**config.mk**
```make
export PLATFORM = sky130hd
export DESIGN_NAME = vga_timing_pattern_gen
export DESIGN_NICKNAME = d
export VERILOG_FILES = /design/src/rtl/vga_pkg.sv /design/src/rtl/vga_pix_ce.sv /design/src/rtl/vga_timing_pattern_gen.sv
export SDC_FILE = /design/constraint.sdc
export NUM_CORES = 1
export LEC_CHECK = 0
export CAP_MARGIN = 15
export CORE_MARGIN = 3
export CORE_UTILIZATION = 45
export DETAILED_ROUTE_END_ITERATION = 8
export PLACE_DENSITY = 0.81
export SYNTH_ARGS = -nofsm -noshare
export SYNTH_HDL_FRONTEND = slang
export SYNTH_SLANG_ARGS = --single-unit
export TNS_END_PERCENT = 5
```
**constraint.sdc**
```tcl
create_clock -name dclk -period 2.35 [get_ports dclk]
set_input_delay 0.705 -clock dclk [delete_from_list [all_inputs] [get_ports dclk]]
set_output_delay 0.705 -clock dclk [all_outputs]
set_load 0.01 [all_outputs]
```
**src/rtl/vga_pkg.sv**
```systemverilog
// Shared constants for the VGA timing / test-pattern generator.
package vga_pkg;

    // Pattern select encoding
    localparam logic [1:0] MODE_PASS  = 2'd0;
    localparam logic [1:0] MODE_SOLID = 2'd1;
    localparam logic [1:0] MODE_BARS  = 2'd2;
    localparam logic [1:0] MODE_CHECK = 2'd3;

    // 640x480@60 defaults (pixel periods / lines)
    localparam int unsigned DEF_H_ACTIVE = 640;
    localparam int unsigned DEF_H_FP     = 16;
    localparam int unsigned DEF_H_SYNC   = 96;
    localparam int unsigned DEF_H_BP     = 48;
    localparam int unsigned DEF_V_ACTIVE = 480;
    localparam int unsigned DEF_V_FP     = 10;
    localparam int unsigned DEF_V_SYNC   = 2;
    localparam int unsigned DEF_V_BP     = 33;

    // Width of the pixel / line counters
    localparam int unsigned CNT_W = 10;

endpackage

```
**src/rtl/vga_pix_ce.sv**
```systemverilog
// Pixel clock-enable divider: one-dclk pulse every CLK_DIV dclks.
module vga_pix_ce #(
    parameter int unsigned CLK_DIV = 2
) (
    input  logic dclk,
    input  logic rst_n,
    output logic pix_ce
);

    generate
        if (CLK_DIV <= 1) begin : g_bypass
            logic unused_inputs;
            assign unused_inputs = dclk ^ rst_n;
            assign pix_ce = 1'b1;
        end else begin : g_div
            localparam int unsigned DW = $clog2(CLK_DIV);
            localparam logic [DW-1:0] LAST = DW'(CLK_DIV - 1);

            logic [DW-1:0] div_q, div_d;

            // Free-running 0..CLK_DIV-1 count
            always_comb div_d = (div_q == LAST) ? '0 : div_q + 1'b1;

            // Divider state register
            always_ff @(posedge dclk or negedge rst_n) begin
                if (!rst_n) div_q <= '0;
                else        div_q <= div_d;
            end

            assign pix_ce = (div_q == LAST);
        end
    endgenerate

endmodule

```
**src/rtl/vga_timing_pattern_gen.sv**
```systemverilog
// VGA timing generator with selectable internal test patterns.
module vga_timing_pattern_gen
    import vga_pkg::*;
#(
    parameter int unsigned H_ACTIVE = DEF_H_ACTIVE,
    parameter int unsigned H_FP     = DEF_H_FP,
    parameter int unsigned H_SYNC   = DEF_H_SYNC,
    parameter int unsigned H_BP     = DEF_H_BP,
    parameter int unsigned V_ACTIVE = DEF_V_ACTIVE,
    parameter int unsigned V_FP     = DEF_V_FP,
    parameter int unsigned V_SYNC   = DEF_V_SYNC,
    parameter int unsigned V_BP     = DEF_V_BP,
    parameter logic        HS_POL   = 1'b0,
    parameter logic        VS_POL   = 1'b0,
    parameter int unsigned R_W      = 3,
    parameter int unsigned G_W      = 3,
    parameter int unsigned B_W      = 2,
    parameter int unsigned CLK_DIV  = 2,
    parameter int unsigned CHK_LOG2 = 3
) (
    input  logic             dclk,
    input  logic             rst_n,
    input  logic [1:0]       mode,
    input  logic [R_W-1:0]   i_red,
    input  logic [G_W-1:0]   i_green,
    input  logic [B_W-1:0]   i_blue,
    output logic [9:0]       o_hcount,
    output logic [9:0]       o_vcount,
    output logic             o_req,
    output logic             hsync,
    output logic             vsync,
    output logic             de,
    output logic [R_W-1:0]   red,
    output logic [G_W-1:0]   green,
    output logic [B_W-1:0]   blue,
    output logic             frame_start,
    output logic [7:0]       frame_cnt
);

    localparam logic [CNT_W-1:0] H_LAST = CNT_W'(H_ACTIVE + H_FP + H_SYNC + H_BP - 1);
    localparam logic [CNT_W-1:0] V_LAST = CNT_W'(V_ACTIVE + V_FP + V_SYNC + V_BP - 1);
    localparam logic [CNT_W-1:0] H_ACT  = CNT_W'(H_ACTIVE);
    localparam logic [CNT_W-1:0] V_ACT  = CNT_W'(V_ACTIVE);
    localparam logic [CNT_W-1:0] HS_BEG = CNT_W'(H_ACTIVE + H_FP);
    localparam logic [CNT_W-1:0] HS_END = CNT_W'(H_ACTIVE + H_FP + H_SYNC);
    localparam logic [CNT_W-1:0] VS_BEG = CNT_W'(V_ACTIVE + V_FP);
    localparam logic [CNT_W-1:0] VS_END = CNT_W'(V_ACTIVE + V_FP + V_SYNC);

    logic             pix_ce;
    logic [CNT_W-1:0] h_q, v_q;
    logic [1:0]       mode_q;
    logic             hsync_q, vsync_q, de_q, frame_start_q;
    logic [7:0]       frame_cnt_q;
    logic [R_W-1:0]   red_q, red_d;
    logic [G_W-1:0]   green_q, green_d;
    logic [B_W-1:0]   blue_q, blue_d;
    logic             req, h_end, wrap, chk;
    logic [2:0]       bar_c;

    // Bar index from elaboration-time edges k*H_ACTIVE/8; returns code 7-k
    function automatic logic [2:0] bar_code(input logic [CNT_W-1:0] h);
        logic [2:0] k;
        k = 3'd0;
        for (int i = 1; i < 8; i++) begin
            if (h >= CNT_W'(i * H_ACTIVE / 8)) k = 3'(i);
        end
        return 3'd7 - k;
    endfunction

    vga_pix_ce #(
        .CLK_DIV (CLK_DIV)
    ) u_pix_ce (
        .dclk   (dclk),
        .rst_n  (rst_n),
        .pix_ce (pix_ce)
    );

    assign req   = (h_q < H_ACT) && (v_q < V_ACT);
    assign h_end = (h_q == H_LAST);
    assign wrap  = pix_ce && h_end && (v_q == V_LAST);
    assign bar_c = bar_code(h_q);
    assign chk   = h_q[CHK_LOG2] ^ v_q[CHK_LOG2];

    // Horizontal / vertical position counters
    always_ff @(posedge dclk or negedge rst_n) begin
        if (!rst_n) begin
            h_q <= '0;
            v_q <= '0;
        end else if (pix_ce) begin
            if (h_end) begin
                h_q <= '0;
                v_q <= (v_q == V_LAST) ? '0 : v_q + 1'b1;
            end else begin
                h_q <= h_q + 1'b1;
            end
        end
    end

    // Colour for the current counter position; blank outside the active area
    always_comb begin
        red_d   = '0;
        green_d = '0;
        blue_d  = '0;
        if (req) begin
            unique case (mode_q)
                MODE_PASS: begin
                    red_d   = i_red;
                    green_d = i_green;
                    blue_d  = i_blue;
                end
                MODE_SOLID: begin
                    red_d   = '1;
                    green_d = '1;
                    blue_d  = '1;
                end
                MODE_BARS: begin
                    red_d   = {R_W{bar_c[2]}};
                    green_d = {G_W{bar_c[1]}};
                    blue_d  = {B_W{bar_c[0]}};
                end
                MODE_CHECK: begin
                    red_d   = {R_W{chk}};
                    green_d = {G_W{chk}};
                    blue_d  = {B_W{chk}};
                end
                default: ;
            endcase
        end
    end

    // Registered sync/colour outputs, frame pulse/count and per-frame mode latch
    always_ff @(posedge dclk or negedge rst_n) begin
        if (!rst_n) begin
            hsync_q       <= ~HS_POL;
            vsync_q       <= ~VS_POL;
            de_q          <= 1'b0;
            red_q         <= '0;
            green_q       <= '0;
            blue_q        <= '0;
            frame_start_q <= 1'b0;
            frame_cnt_q   <= '0;
            mode_q        <= MODE_PASS;
        end else begin
            frame_start_q <= wrap;
            if (wrap) begin
                frame_cnt_q <= frame_cnt_q + 8'd1;
                mode_q      <= mode;
            end
            if (pix_ce) begin
                hsync_q <= ((h_q >= HS_BEG) && (h_q < HS_END)) ? HS_POL : ~HS_POL;
                vsync_q <= ((v_q >= VS_BEG) && (v_q < VS_END)) ? VS_POL : ~VS_POL;
                de_q    <= req;
                red_q   <= red_d;
                green_q <= green_d;
                blue_q  <= blue_d;
            end
        end
    end

    assign o_hcount    = h_q;
    assign o_vcount    = v_q;
    assign o_req       = req;
    assign hsync       = hsync_q;
    assign vsync       = vsync_q;
    assign de          = de_q;
    assign red         = red_q;
    assign green       = green_q;
    assign blue        = blue_q;
    assign frame_start = frame_start_q;
    assign frame_cnt   = frame_cnt_q;

endmodule

```
==> results.txt, run 1 <==
worst rel slew slack = 65.0%
status = complete, no violations
main combinational cell family by area after synthesis = simple AND/OR/NAND/NOR gates
Initial DRC Count = 123
mux contribution to synthesized area = 1.53%
Post-Synthesis Cells = 215
Starting Density = 48.7%
synthesis-stage register bit count = 43
Yosys warning total = 0
gr usage total = 19.3%
Fin. Hold Viols = 0
arrival time at the worst endpoint = 1.43 ns
vias in the first global route = 1922
Worst Path Required = 1.64 ns
Async SR Flop Fraction = 100%
Startpoint Class = flop
pre-CTS WS = 0.244 ns
Total Neg Setup Slack = 0 ns
Simple-Gate Fraction of Synth Area = 23.3%
final WL = 5.17 mm
CTS clk-pin slew, worst paths = 0.09 ns
Die H = 76.1 µm
Syn Area/Cell = 10.3 µm²
Peak Freq = 468 MHz
maximum vdd drop = 0.347 mV
H-tree level count = 2
Final min period = 2.14 ns
die area = 5780 µm²
PortBufs = 52
largest net degree at the start of global routing = 23
Slew @ Worst Pin = 0.512 ns
Slew Viols, Final = 0
most frequent cells in the layout = clkdlybuf4s50_1 (50), dfrtp_1 (41), nand2_1 (21)
Post-synth EDFFs = 0
I/O pin total = 53
hold crit path type = in -> async
Synth Area in Adders = 3.29%
Synth Area in XOR/XNOR = 10.2%
Final setup viols = 0
Leak = 1.31 nW
CTS tree = done
commonest non-fill, non-tap cell in the layout = clkdlybuf4s50_1
Core ar. = 4530 µm²
Net count, final = 296
Synth Flop Type = dfrtp_1
complex-gate fraction of the synthesized area = 8.10%
Synth Net Count = 232
n_diodes = 0
clk root buf = clkbuf_8
area growth from synthesis to layout = 35.4%
DPL Wire Length = 3.85 mm
Post-Route Skew = 0.00624 ns
worst-skew pair later-pin latency = 0.30 ns
global route overflow = 0
Die Wd = 76.1 µm
post-route ant nets = 0
detailed-route via count = 1814
floorplan row count = 24
Tcrit/Tclk final = 91.0%
first-pass GRT wire length = 9.12 mm
Via density = 5.26
routed length per instance = 15.0 µm
Clock Path Buffers = 2
Worst Setup End Kind = output pin
Final GP Congestion = 0.913
Synth cell types = 47
CTS buffer count = 5
setup ws final = 0.213 ns
Setup Buffers After CTS = 0
Cell Area, Synth = 2210 µm²
power per cell area = 464 nW/µm²
clock sink total = 43
sequential area share after synthesis = 48.8%
first-pass iteration count of the detailed router = 4
RSZ-0062 raised after global routing = no
WS Path Type = reg -> out
Max-cap violations = 0
initial antenna violation count = 0
Worst Path Max Fanout = 4
share of cells above drive strength 1 = 15.0%
Residual DRC = 0
final core utilization = 65.9%
-- where the power goes --
| group | internal (mW) | switching, mW |
|---|---|---|
| clock network | 0.350 | 0.264 |
| logic | 0.0184 | 0.0166 |
| registers | 0.739 | 0 |
| total | 1.11 | 0.280 |
-- sequential cells by signal, indices dropped and copies added (netlist names) --
name             cells
hsync                1
o_hcount            10
frame_start          1
frame_cnt            8
mode_q               2
vsync                1
blue                 2
o_vcount            10
u_pix_ce.pix_ce      1
de                   1
red                  3
green                3
-- kinds of logic (layout without fill, tap and decap cells) --
logic type,Yosys count,after routing
AND/OR/NAND/NOR,91,91
flip-flops,43,43
AO/OA/AOI/OAI,27,27
XOR/XNOR,24,24
buffers and inverters,21,86
adder cells (fa/ha/maj),6,6
multiplexers,3,3
-- layout make-up --
class,count,area (µm²)
clock buffer,6,82.6
clock inverter,2,38.8
fill,375,1540
inverter,10,37.5
multi-input combinational,151,1020
sequential,43,1080
tap,65,81.3
timing repair buffer,68,647
-- per-stage QoR --
step	std cells	hold WS [ns]	power, mW	cell area [µm²]
after floorplan	215	0.409	0.754	2210
after global placement	337	0.466	0.790	2870
after detailed placement	337	0.462	0.791	2870
after CTS	345	0.370	1.40	2990
after global routing	345	0.392	1.43	2990
final	345	0.356	1.39	2990
-- worst max-delay path, stage by stage, from the launching register on --
cell,delay (ns)
dfrtp_1,0.42
and4_1,0.20
nor3_1,0.21
dlygate4sd2_1,0.30
-- final timing paths --
| path | from | endpoint | slack [ns] | cells after the start |
|---|---|---|---|---|
| max | o_vcount[8] | o_req | 0.21 | 3 |
| min | rst_n | o_hcount[6] | 0.36 | 1 |
| max reg2reg | o_hcount[0] | frame_cnt[1] | 0.23 | 5 |
| min reg2reg | frame_cnt[7] | frame_cnt[7] | 0.48 | 1 |
| max in group asynchronous | rst_n | vsync | 1.43 | 2 |
| min in group dclk | frame_cnt[7] | frame_cnt[7] | 0.48 | 1 |
-- cells in the mapped netlist (all sizes together) (2+ instances only) --
cell,instances,area share [%]
dfrtp,41,46
nand2,23,4.1
nor2,19,4.0
xnor2,16,7.0
nand4,12,4.1
o21ai,11,2.5
inv,9,1.5
xor2,8,3.2
and3,7,2.0
buf,6,2.2
nand3,6,1.4
clkbuf,5,0.91
ha,5,2.8
a21oi,4,0.91
a2bb2oi,3,1.2
and2,3,0.85
mux2,3,1.5
nor3,3,0.68
nor4,3,1.1
or3,3,0.85
or4,3,1.4
a31o,2,0.79
dfstp,2,2.4
nand2b,2,0.57
nor2b,2,0.57
nor4b,2,0.79
or2,2,0.57
-- routing by layer --
layer	global-route usage (%)	wire, µm
met5	0	0
met4	7.79	113
met3	4.85	315
met2	31.5	2540
met1	24.8	2210
-- what timing repair did --
item / CTS / global route
resized for setup: 1 / 0
endpoints found under the setup margin: 1 / 0
hold buffers: 0 / 0
Note: power is estimated with default switching activity, not from simulation.
==> run 2: changes to the inputs <==
--- a/config.mk
+++ b/config.mk
@@ -10,6 +10,7 @@
 export CORE_UTILIZATION = 45
 export DETAILED_ROUTE_END_ITERATION = 8
 export PLACE_DENSITY = 0.81
+export SLEW_MARGIN = 20
 export SYNTH_ARGS = -nofsm -noshare
 export SYNTH_HDL_FRONTEND = slang
 export SYNTH_SLANG_ARGS = --single-unit
==> results of run 2 <==
The final DEF is identical to that of run 1; final timing and power are the same.
